===== config.mk =====
export PLATFORM = sky130hd
export DESIGN_NAME = stopwatch_param_dp
export DESIGN_NICKNAME = d
export VERILOG_FILES = /design/src/rtl/stopwatch_param_dp.sv
export SDC_FILE = /design/constraint.sdc
export NUM_CORES = 1
export LEC_CHECK = 0
export ABC_CLOCK_PERIOD_IN_PS = 3200
export CORE_MARGIN = 2
export CORE_UTILIZATION = 48
export DETAILED_ROUTE_END_ITERATION = 7
export DONT_BUFFER_PORTS = 1
export GPL_TIMING_DRIVEN = 1
export SLEW_MARGIN = 30
export SYNTH_ARGS = -nofsm -noshare
export SYNTH_HDL_FRONTEND = slang
export SYNTH_SLANG_ARGS = --single-unit

===== constraint.sdc =====
create_clock -name clk -period 3.2 [get_ports clk]
set_input_delay 0.32 -clock clk [delete_from_list [all_inputs] [get_ports clk]]
set_output_delay 0.32 -clock clk [all_outputs]
set_load 0.05 [all_outputs]

===== src/rtl/stopwatch_param_dp.sv =====
// stopwatch_param_dp -- cascaded BCD stopwatch / countdown timer.
//
// Optional feature: define STOPWATCH_LAP_EN to build the lap capture
// registers. Without it the lap input is ignored and the lap outputs are
// tied to zero.
//
// Parameters
//   NUM_DIGITS : number of BCD digits (1-8)
//   DIGIT_MAX  : per-digit maximum, digit i in bits [4i+3:4i], each 1-9
//   SATURATE   : 0 = up-count wraps at full scale, 1 = holds and expires
// Ports
//   clk, rst (async, active-low)
//   enable     : count tick qualifier while running
//   up_down    : 1 = count up, 0 = count down
//   start/stop/clear/load : control strobes, priority clear > load > stop > start
//   load_value : preset digits, clamped per field to DIGIT_MAX
//   lap        : lap capture strobe
//   digits     : current count
//   lap_digits, lap_valid : captured lap value and its valid flag
//   running, expired      : state decode
//   rollover   : one-cycle pulse on an up-count wrap to zero
module stopwatch_param_dp #(
  parameter int unsigned               NUM_DIGITS = 6,
  parameter logic [4*NUM_DIGITS-1:0]   DIGIT_MAX  = 24'h595999,
  parameter bit                        SATURATE   = 1'b0
) (
  input  logic                    clk,
  input  logic                    rst,
  input  logic                    enable,
  input  logic                    up_down,
  input  logic                    start,
  input  logic                    stop,
  input  logic                    clear,
  input  logic                    load,
  input  logic [4*NUM_DIGITS-1:0] load_value,
  input  logic                    lap,
  output logic [4*NUM_DIGITS-1:0] digits,
  output logic [4*NUM_DIGITS-1:0] lap_digits,
  output logic                    lap_valid,
  output logic                    running,
  output logic                    expired,
  output logic                    rollover
);

  localparam int unsigned W = 4 * NUM_DIGITS;

  typedef enum logic [1:0] {
    S_IDLE,
    S_RUN,
    S_PAUSE,
    S_EXPIRED
  } state_t;

  state_t         state_q, state_d;
  logic [W-1:0]   digits_q, digits_d;
  logic           rollover_q, rollover_d;

  logic [W-1:0]   inc_val, dec_val, clamp_val;
  logic           inc_carry, dec_borrow;
  logic           do_tick;

  // Ripple carry/borrow across digits. A carry left over after the top
  // digit means every digit was at its max; a leftover borrow means all zero.
  always_comb begin
    inc_val    = digits_q;
    dec_val    = digits_q;
    clamp_val  = load_value;
    inc_carry  = 1'b1;
    dec_borrow = 1'b1;
    for (int unsigned i = 0; i < NUM_DIGITS; i++) begin
      if (inc_carry) begin
        if (digits_q[4*i +: 4] == DIGIT_MAX[4*i +: 4]) begin
          inc_val[4*i +: 4] = '0;
        end else begin
          inc_val[4*i +: 4] = digits_q[4*i +: 4] + 4'd1;
          inc_carry         = 1'b0;
        end
      end
      if (dec_borrow) begin
        if (digits_q[4*i +: 4] == 4'd0) begin
          dec_val[4*i +: 4] = DIGIT_MAX[4*i +: 4];
        end else begin
          dec_val[4*i +: 4] = digits_q[4*i +: 4] - 4'd1;
          dec_borrow        = 1'b0;
        end
      end
      if (load_value[4*i +: 4] > DIGIT_MAX[4*i +: 4]) begin
        clamp_val[4*i +: 4] = DIGIT_MAX[4*i +: 4];
      end
    end
  end

  // Only the highest-priority asserted strobe is considered; if that strobe
  // is ignored in the current state, lower strobes still do not act.
  always_comb begin
    state_d    = state_q;
    digits_d   = digits_q;
    rollover_d = 1'b0;
    do_tick    = (state_q == S_RUN) && enable;

    if (clear) begin
      state_d  = S_IDLE;
      digits_d = '0;
      do_tick  = 1'b0;
    end else if (load) begin
      if (state_q == S_IDLE || state_q == S_PAUSE) begin
        digits_d = clamp_val;
      end
    end else if (stop) begin
      if (state_q == S_RUN) begin
        state_d = S_PAUSE;
        do_tick = 1'b0;
      end
    end else if (start) begin
      if (state_q == S_IDLE || state_q == S_PAUSE) begin
        state_d = S_RUN;
      end
    end

    if (do_tick) begin
      if (up_down) begin
        if (inc_carry) begin
          if (SATURATE) begin
            state_d = S_EXPIRED;
          end else begin
            digits_d   = '0;
            rollover_d = 1'b1;
          end
        end else begin
          digits_d = inc_val;
        end
      end else begin
        if (dec_borrow) begin
          state_d = S_EXPIRED;
        end else begin
          digits_d = dec_val;
          if (dec_val == '0) begin
            state_d = S_EXPIRED;
          end
        end
      end
    end
  end

  always_ff @(posedge clk or negedge rst) begin
    if (!rst) begin
      state_q    <= S_IDLE;
      digits_q   <= '0;
      rollover_q <= 1'b0;
    end else begin
      state_q    <= state_d;
      digits_q   <= digits_d;
      rollover_q <= rollover_d;
    end
  end

  assign digits   = digits_q;
  assign rollover = rollover_q;
  assign running  = (state_q == S_RUN);
  assign expired  = (state_q == S_EXPIRED);

`ifdef STOPWATCH_LAP_EN
  logic [W-1:0] lap_digits_q, lap_digits_d;
  logic         lap_valid_q, lap_valid_d;

  // Captures the pre-tick count, so a lap coincident with a tick sees the
  // value before the increment.
  always_comb begin
    lap_digits_d = lap_digits_q;
    lap_valid_d  = lap_valid_q;
    if (clear) begin
      lap_digits_d = '0;
      lap_valid_d  = 1'b0;
    end else if (lap && (state_q == S_RUN || state_q == S_PAUSE)) begin
      lap_digits_d = digits_q;
      lap_valid_d  = 1'b1;
    end
  end

  always_ff @(posedge clk or negedge rst) begin
    if (!rst) begin
      lap_digits_q <= '0;
      lap_valid_q  <= 1'b0;
    end else begin
      lap_digits_q <= lap_digits_d;
      lap_valid_q  <= lap_valid_d;
    end
  end

  assign lap_digits = lap_digits_q;
  assign lap_valid  = lap_valid_q;
`else
  logic lap_unused;
  assign lap_unused = lap;
  assign lap_digits = '0;
  assign lap_valid  = 1'b0;
`endif

endmodule


==> results of run 1 <==
[cell usage in the layout, fill, tap and decap left out, types with 14 or more instances in the layout]
cell type	synthesis	final
a21oi_1	28	28
conb_1	1	25
o21ai_0	33	33
nand2_1	39	39
nand3_1	22	22
nor3_1	14	14
buf_4	25	32
inv_1	20	20
ha_1	18	18
dfrtp_1	27	27
nor2_1	31	31
[how the worst max path moves through the flow]
stage / endpoint / slack (ns) / depth (start not counted)
after global placement: digits[6] / 0.45 / 8
final: digits[4] / 0.36 / 8
after global routing: state_q[1] / 0.08 / 8
after CTS: digits[4] / 0.39 / 8
after detailed placement: state_q[1] / 0.41 / 8
after floorplan: digits[4] / 0.47 / 8
[report_power, final]
part | internal, uW | switching (uW)
registers | 362 | 25.7
logic | 200 | 430
clock network | 89.8 | 124
[kinds of logic (layout without fill, tap and decap cells)]
group	count (synthesis)	after routing	share of synthesized area, %
simple gates	172	172	29.5
compound gates	134	134	27.6
buf+inv	67	59	10.9
flops	27	27	20.9
fa+ha+maj	18	18	6.96
xor+xnor	7	7	1.89
mux	7	7	2.20
other cells	1	25	0.116
[flip-flops by register name, summed over array words and instances, names as in the netlist]
name      count
state_q       2
digits       24
rollover      1
[cell type report]
type                    count  area share (%)
clock buffers               4            1.30
inverters                  21            2.28
multi-input cells         363            66.3
flip-flops and latches     27            19.5
well taps                  77            2.78
repair buffers             34            7.80
[stage by stage]
step,hold slack (ns),cells
finish,0.0810,526
global placement,0.0250,520
global route,0.0814,526
floorplan,0.0244,457
detailed placement,0.0251,520
CTS,0.0787,526
[routing by layer]
layer	global-route usage, %	vias up	wire length [um]
met4	8.66	0	224
met5	0	-	0
met3	4.43	16	864
met2	44.3	171	4530
li1	-	1591	-
met1	36.9	1590	4260
==> results_tabular.tex, run 1 <==
\begin{tabular}{lr}
\hline
Metric & Value \\
\hline
\multicolumn{2}{l}{\textbf{Clock tree}} \\
Maximum root-to-sink buffer count & 2 \\
Number of buffers created by CTS & 3 \\
Post-CTS resize count & 0 \\
CTS tree & done \\
Clock root cell & clkbuf\_8 \\
Clock latency of the later-clocked register in the worst-skew pair & 0.29 ns \\
Post-CTS Setup Inserts & 0 \\
Clock-pin transition on the worst setup and hold timing paths & 0.11 ns \\
Clock sink total & 27 \\
Number of buffers inserted by hold repair at cts & 2 \\
H-tree Lvls & 1 \\
\multicolumn{2}{l}{\textbf{Synthesis}} \\
FF+latch count, synth & 27 \\
Fraction of the yosys area taken by sequential cells & 20.9\% \\
Most used flip-flop cell after synthesis & dfrtp\_1 \\
Count of flip-flops with a built-in enable after synthesis & 0 \\
Number of instances in the synthesized netlist & 433 \\
Combined area of all synthesized cells & 3240 um2 \\
Post-synth cell types & 65 \\
Area share of the largest cell type after synthesis & 20.9\% \\
Synth top area cells & dfrtp\_1, ha\_1, buf\_4 \\
Dominant cell type by area after synthesis & dfrtp\_1 \\
Post-Syn Area per Cell & 7.48 um2 \\
Share of async-settable or async-resettable flops after synthesis & 100\% \\
Top post-synthesis cells by count & nand2\_1, o21ai\_0, nor2\_1, a21oi\_1, dfrtp\_1 \\
Most frequent cell after synthesis & nand2\_1 \\
Synthesis Warnings & 0 \\
\multicolumn{2}{l}{\textbf{Worst hold path}} \\
Worst Hold Path Cells & 1 \\
Startpoint of the tightest hold check path & clear \\
Terminating pin of the worst hold path & state\_q[0] \\
Hold WC Path Type & primary input to register \\
\multicolumn{2}{l}{\textbf{Critical path}} \\
Largest delay share family, worst path & simple AND/OR/NAND/NOR gates \\
Nature of the critical path startpoint & register \\
Reg2reg start & digits[5] \\
Data required time of the critical path & 3.39 ns \\
Kind of critical path & register to register \\
Slowest cell on the critical path & nor4\_4 \\
Maximum fanout along the worst path & 9 \\
Worst flop-to-flop path endpoint & digits[4] \\
Type of destination of the critical path & register \\
Critical path cell sequence & inv\_1 > ha\_1 > or3b\_4 > nor4\_4 > a31oi\_2 > a21oi\_1 > a211oi\_1 > a211o\_1 \\
Critical path's largest stage delay & 0.52 ns \\
Register-to-register path setup slack & 0.36 ns \\
Launch point of the worst path & digits[5] \\
CP arrival & 3.02 ns \\
Buffers plus inverters on the worst setup path & 1 \\
Worst Reg2Reg Path Length in Cells & 8 \\
\multicolumn{2}{l}{\textbf{Routing}} \\
Routed len/inst & 18.8 um \\
Vias per Instance & 6.40 \\
DRT iter0 DRCs & 301 \\
Number of detailed-route iterations in the first pass & 5 \\
Wire length reported by the detailed router & 9.87 mm \\
Remaining design rule violation count & 0 \\
Total vias in the final route & 3,368 \\
Number of routed nets with antenna violations & 0 \\
\multicolumn{2}{l}{\textbf{Timing}} \\
Fin crit share & 88.6\% \\
Final worst slack & 0.364 ns \\
Worst rel slew slack & 53.1\% \\
Layout Skew & 0.00953 ns \\
Setup TNS & 0 ns \\
Tightest Pin Transition & 0.703 ns \\
Number of failing hold endpoints at the final stage & 0 \\
Maximum clock frequency & 353 MHz \\
Final Max Tran Viols & 0 \\
Number of setup violations in the final report & 0 \\
Time the worst path needs with I/O delays and setup & 2.84 ns \\
Unrepaired setup endpoints after global routing & no \\
\multicolumn{2}{l}{\textbf{Cells and area}} \\
Post-route cell area & 3460 um2 \\
Proportion of layout cells with a drive suffix above 1 & 11.1\% \\
Area overhead of the layout relative to synthesis & 7.00\% \\
Antenna diodes & 0 \\
Multi-input gate area in the final layout & 2300 um2 \\
Filler cell count in the final layout & 624 \\
Nets & 501 \\
Final core utilization & 53.9\% \\
Sequential cell area & 676 um2 \\
\multicolumn{2}{l}{\textbf{GRT}} \\
Global-route wire length before repair & 16.0 mm \\
Number of global-route vias before repair & 3,193 \\
GRT overflow & 0 \\
Number of antenna violations at the first check in global routing & 0 \\
Maximum number of pins on one net before global-route repair & 34 \\
Total Routing Usage GR & 27.2\% \\
\multicolumn{2}{l}{\textbf{Job}} \\
\# Max-Cap Violations & 0 \\
\multicolumn{2}{l}{\textbf{Floorplanning}} \\
Number of core rows & 29 \\
Overall die width & 86.1 um \\
DIE AREA & 7420 um2 \\
Area of the core region & 6420 um2 \\
Count of pins on the block boundary & 85 \\
Die height & 86.1 um \\
Starting Density & 50.4\% \\
\multicolumn{2}{l}{\textbf{Pwr}} \\
Peak supply drop & 0.204 mV \\
Total chip power & 1230 uW \\
Power Density & 356 nW/um2 \\
P\_leak & 0.00145 uW \\
\multicolumn{2}{l}{\textbf{Outcome}} \\
Result of the run & finished clean \\
\multicolumn{2}{l}{\textbf{Place}} \\
Final weighted congestion in routability-driven placement & 0.939 \\
Sum of net half-perimeters after detailed placement & 7.46 mm \\
Number of buffer cells added on primary ports & 0 \\
Worst slack at placement & 0.410 ns \\
DP Area & 3390 um2 \\
\hline
\end{tabular}
Power figures use the tool's default switching activity.
==> run 2: changes to the inputs <==
--- a/config.mk
+++ b/config.mk
@@ -7,10 +7,10 @@
 export LEC_CHECK = 0
 export ABC_CLOCK_PERIOD_IN_PS = 3200
 export CORE_MARGIN = 2
-export CORE_UTILIZATION = 48
+export CORE_UTILIZATION = 45
 export DETAILED_ROUTE_END_ITERATION = 7
-export DONT_BUFFER_PORTS = 1
 export GPL_TIMING_DRIVEN = 1
+export PLACE_DENSITY = 0.75
 export SLEW_MARGIN = 30
 export SYNTH_ARGS = -nofsm -noshare
 export SYNTH_HDL_FRONTEND = slang
==> run 2 against run 1 <==
Clock skew up 0.0018 ns; non-clock buffer count up 45; first-iteration DRC count up 4.3%; setup slack worse by 0.096 ns; largest cell class unchanged; flip-flop and latch count unchanged; fmax down 3.3%; critical path depth unchanged; utilization up 3.7 points; power up 7.0%; final area up 14%; global-route usage down 1.2 points; hold slack better by 0.32 ns.
==> results_tabular.tex, run 2 (synthesis results as in run 1) <==
\begin{tabular}{lr}
\hline
Metric & Value \\
\hline
\multicolumn{2}{l}{\textbf{Outcome}} \\
Result of the run & finished clean \\
\multicolumn{2}{l}{\textbf{Place}} \\
Number of buffer cells added on primary ports & 58 (+58) \\
Sum of net half-perimeters after detailed placement & 7.51 mm (+0.68\%) \\
Final weighted congestion in routability-driven placement & 0.957 (+1.9\%) \\
Cells after DPL & 586 (+13\%) \\
DP Area & 3910 um2 (+15\%) \\
\multicolumn{2}{l}{\textbf{Timing}} \\
Setup TNS & 0 ns (unchanged) \\
Hold Worst Slack & 0.403 ns (+0.322 ns) \\
Time the worst path needs with I/O delays and setup & 2.93 ns (+0.0955 ns) \\
Tightest Pin Transition & 0.644 ns (-0.0591 ns) \\
Final Max Tran Viols & 0 (unchanged) \\
Number of setup violations in the final report & 0 (unchanged) \\
Layout Skew & 0.0114 ns (+0.00184 ns) \\
Unrepaired setup endpoints after global routing & no \\
Number of failing hold endpoints at the final stage & 0 (unchanged) \\
Maximum clock frequency & 341 MHz (-3.3\%) \\
Fin crit share & 91.6\% (+3.0 points) \\
Worst rel slew slack & 56.7\% (+3.5 points) \\
\multicolumn{2}{l}{\textbf{Pwr}} \\
Peak supply drop & 0.208 mV (+1.8\%) \\
Power Density & 333 nW/um2 (-6.3\%) \\
Relative contribution of the clock network to total power & 17.0\% (-0.4 points) \\
Switching power share of the total & 46.7\% (-0.43 points) \\
P\_leak & 0.00159 uW (+9.7\%) \\
Sequential share of power & 31.0\% (-0.5 points) \\
Switching power & 615 uW (+6.0\%) \\
Internal power consumption & 703 uW (+7.8\%) \\
Combinational Power Share & 52.0\% (+0.8 points) \\
\multicolumn{2}{l}{\textbf{Critical path}} \\
Nature of the critical path startpoint & register \\
Worst flop-to-flop path endpoint & digits[12] \\
CP arrival & 3.11 ns (+0.09 ns) \\
Maximum fanout along the worst path & 9 (unchanged) \\
Kind of critical path & register to register \\
Register-to-register path setup slack & 0.27 ns (-0.10 ns) \\
Data required time of the critical path & 3.38 ns (about the same) \\
Type of destination of the critical path & register \\
Reg2reg start & digits[13] \\
Worst Reg2Reg Path Length in Cells & 8 (unchanged) \\
\multicolumn{2}{l}{\textbf{Clock tree}} \\
Post-CTS resize count & 0 (unchanged) \\
Clock sink total & 27 (unchanged) \\
Clock-pin transition on the worst setup and hold timing paths & 0.12 ns (about the same) \\
Clock latency of the later-clocked register in the worst-skew pair & 0.30 ns (about the same) \\
Number of buffers created by CTS & 3 (unchanged) \\
Number of buffers inserted by hold repair at cts & 0 (-2) \\
CTS tree & done \\
Maximum root-to-sink buffer count & 2 (unchanged) \\
Clock root cell & clkbuf\_8 \\
Post-CTS Setup Inserts & 0 (unchanged) \\
H-tree Lvls & 1 (unchanged) \\
\multicolumn{2}{l}{\textbf{Cells and area}} \\
Highest-count cells in the layout ignoring fill and taps & clkdlybuf4s50\_1, nand2\_1, o21ai\_0 \\
Nets & 546 (+9.0\%) \\
Post-Layout Cell Count & 590 (+12\%) \\
Flip-flop count of the largest register after layout & 24 (unchanged) \\
Final core utilization & 57.6\% (+3.7 points) \\
Leading cell type in the layout, fill and taps excluded & clkdlybuf4s50\_1 \\
Post-route cell area & 3960 um2 (+14\%) \\
Area overhead of the layout relative to synthesis & 22.2\% \\
Proportion of layout cells with a drive suffix above 1 & 7.69\% (-3.4 points) \\
Antenna diodes & 0 (unchanged) \\
\multicolumn{2}{l}{\textbf{Routing}} \\
Routed len/inst & 17.4 um (-7.5\%) \\
Vias per Instance & 6.12 (-4.4\%) \\
Wire length reported by the detailed router & 10.2 mm (+3.8\%) \\
Number of routed nets with antenna violations & 0 (unchanged) \\
DRT iter0 DRCs & 314 (+4.3\%) \\
Remaining design rule violation count & 0 (unchanged) \\
Number of detailed-route iterations in the first pass & 5 (unchanged) \\
Total vias in the final route & 3,610 (+7.2\%) \\
\multicolumn{2}{l}{\textbf{GRT}} \\
GRT overflow & 0 (unchanged) \\
Maximum number of pins on one net before global-route repair & 28 (-18\%) \\
Total Routing Usage GR & 26.0\% (-1.2 points) \\
Number of global-route vias before repair & 3,336 (+4.5\%) \\
Global-route wire length before repair & 16.2 mm (+1.2\%) \\
Number of antenna violations at the first check in global routing & 0 (unchanged) \\
\multicolumn{2}{l}{\textbf{Floorplanning}} \\
Starting Density & 47.1\% (-3.3 points) \\
DIE AREA & 7890 um2 (+6.3\%) \\
Overall die width & 88.8 um (+3.1\%) \\
Count of pins on the block boundary & 85 (unchanged) \\
Die height & 88.8 um (+3.1\%) \\
Number of core rows & 30 (+3.4\%) \\
Area of the core region & 6870 um2 (+7.0\%) \\
\multicolumn{2}{l}{\textbf{Worst hold path}} \\
Hold WC Path Type & primary input to async pin \\
\multicolumn{2}{l}{\textbf{Job}} \\
\# Max-Cap Violations & 0 (unchanged) \\
\hline
\end{tabular}
-- run 2: cell count changes in the layout (fill, tap and decap cells not counted), sizes merged --
| cell | delta |
|---|---|
| clkdlybuf4s50 | +58 |
| dlygate4sd3 | -1 |
| buf | -12 |
-- run 2: how the worst max path moves through the flow --
stage	start	end	slack, ns
final	digits[13]	digits[12]	0.27
after global routing	digits[5]	digits[5]	0.12
after CTS	digits[5]	digits[12]	0.33
after detailed placement	digits[13]	digits[12]	0.36
after global placement	digits[13]	digits[12]	0.41
after floorplan	digits[4]	digits[4]	0.47
-- run 2: final cells by class --
class,count,area (um2)
well taps,96,120
repair buffers,79,738
multi-input cells,363,2300
clock buffers,4,45.0
flip-flops and latches,27,676
fillers,655,2910
inverters,21,78.8
-- run 2: power groups by stage --
stage	Sequential [uW]	Combinational [uW]	Clock (uW)
after floorplan	472	423	0
after global placement	413	664	0
after detailed placement	414	671	0
after CTS	407	674	226
after global routing	413	733	236
final	409	685	224
-- run 2: critical path, cell delays in order (launching register included) --
cell,delay (ns)
dfrtp_1,0.47
inv_1,0.11
ha_1,0.26
or3b_2,0.55
nor4_4,0.51
a31oi_2,0.34
o21ai_0,0.19
a221oi_1,0.12
a221o_1,0.27
-- run 2: per-layer routing --
| layer | up-vias | GRT usage [%] | routed length, um | part of all wire, % |
|---|---|---|---|---|
| met5 | - | 0 | 0 | 0 |
| met4 | 0 | 8.68 | 227 | 2.2 |
| met3 | 24 | 2.43 | 737 | 7.2 |
| met2 | 182 | 42.8 | 4730 | 46 |
| met1 | 1726 | 35.7 | 4550 | 44 |
| li1 | 1678 | - | - | - |
-- run 2: per-stage QoR --
step / worst slack (ns) / total power (uW)
after floorplan: 0.471 / 895
final: 0.268 / 1320
after detailed placement: 0.364 / 1080
after global placement: 0.409 / 1080
after global routing: 0.121 / 1380
after CTS: 0.328 / 1310
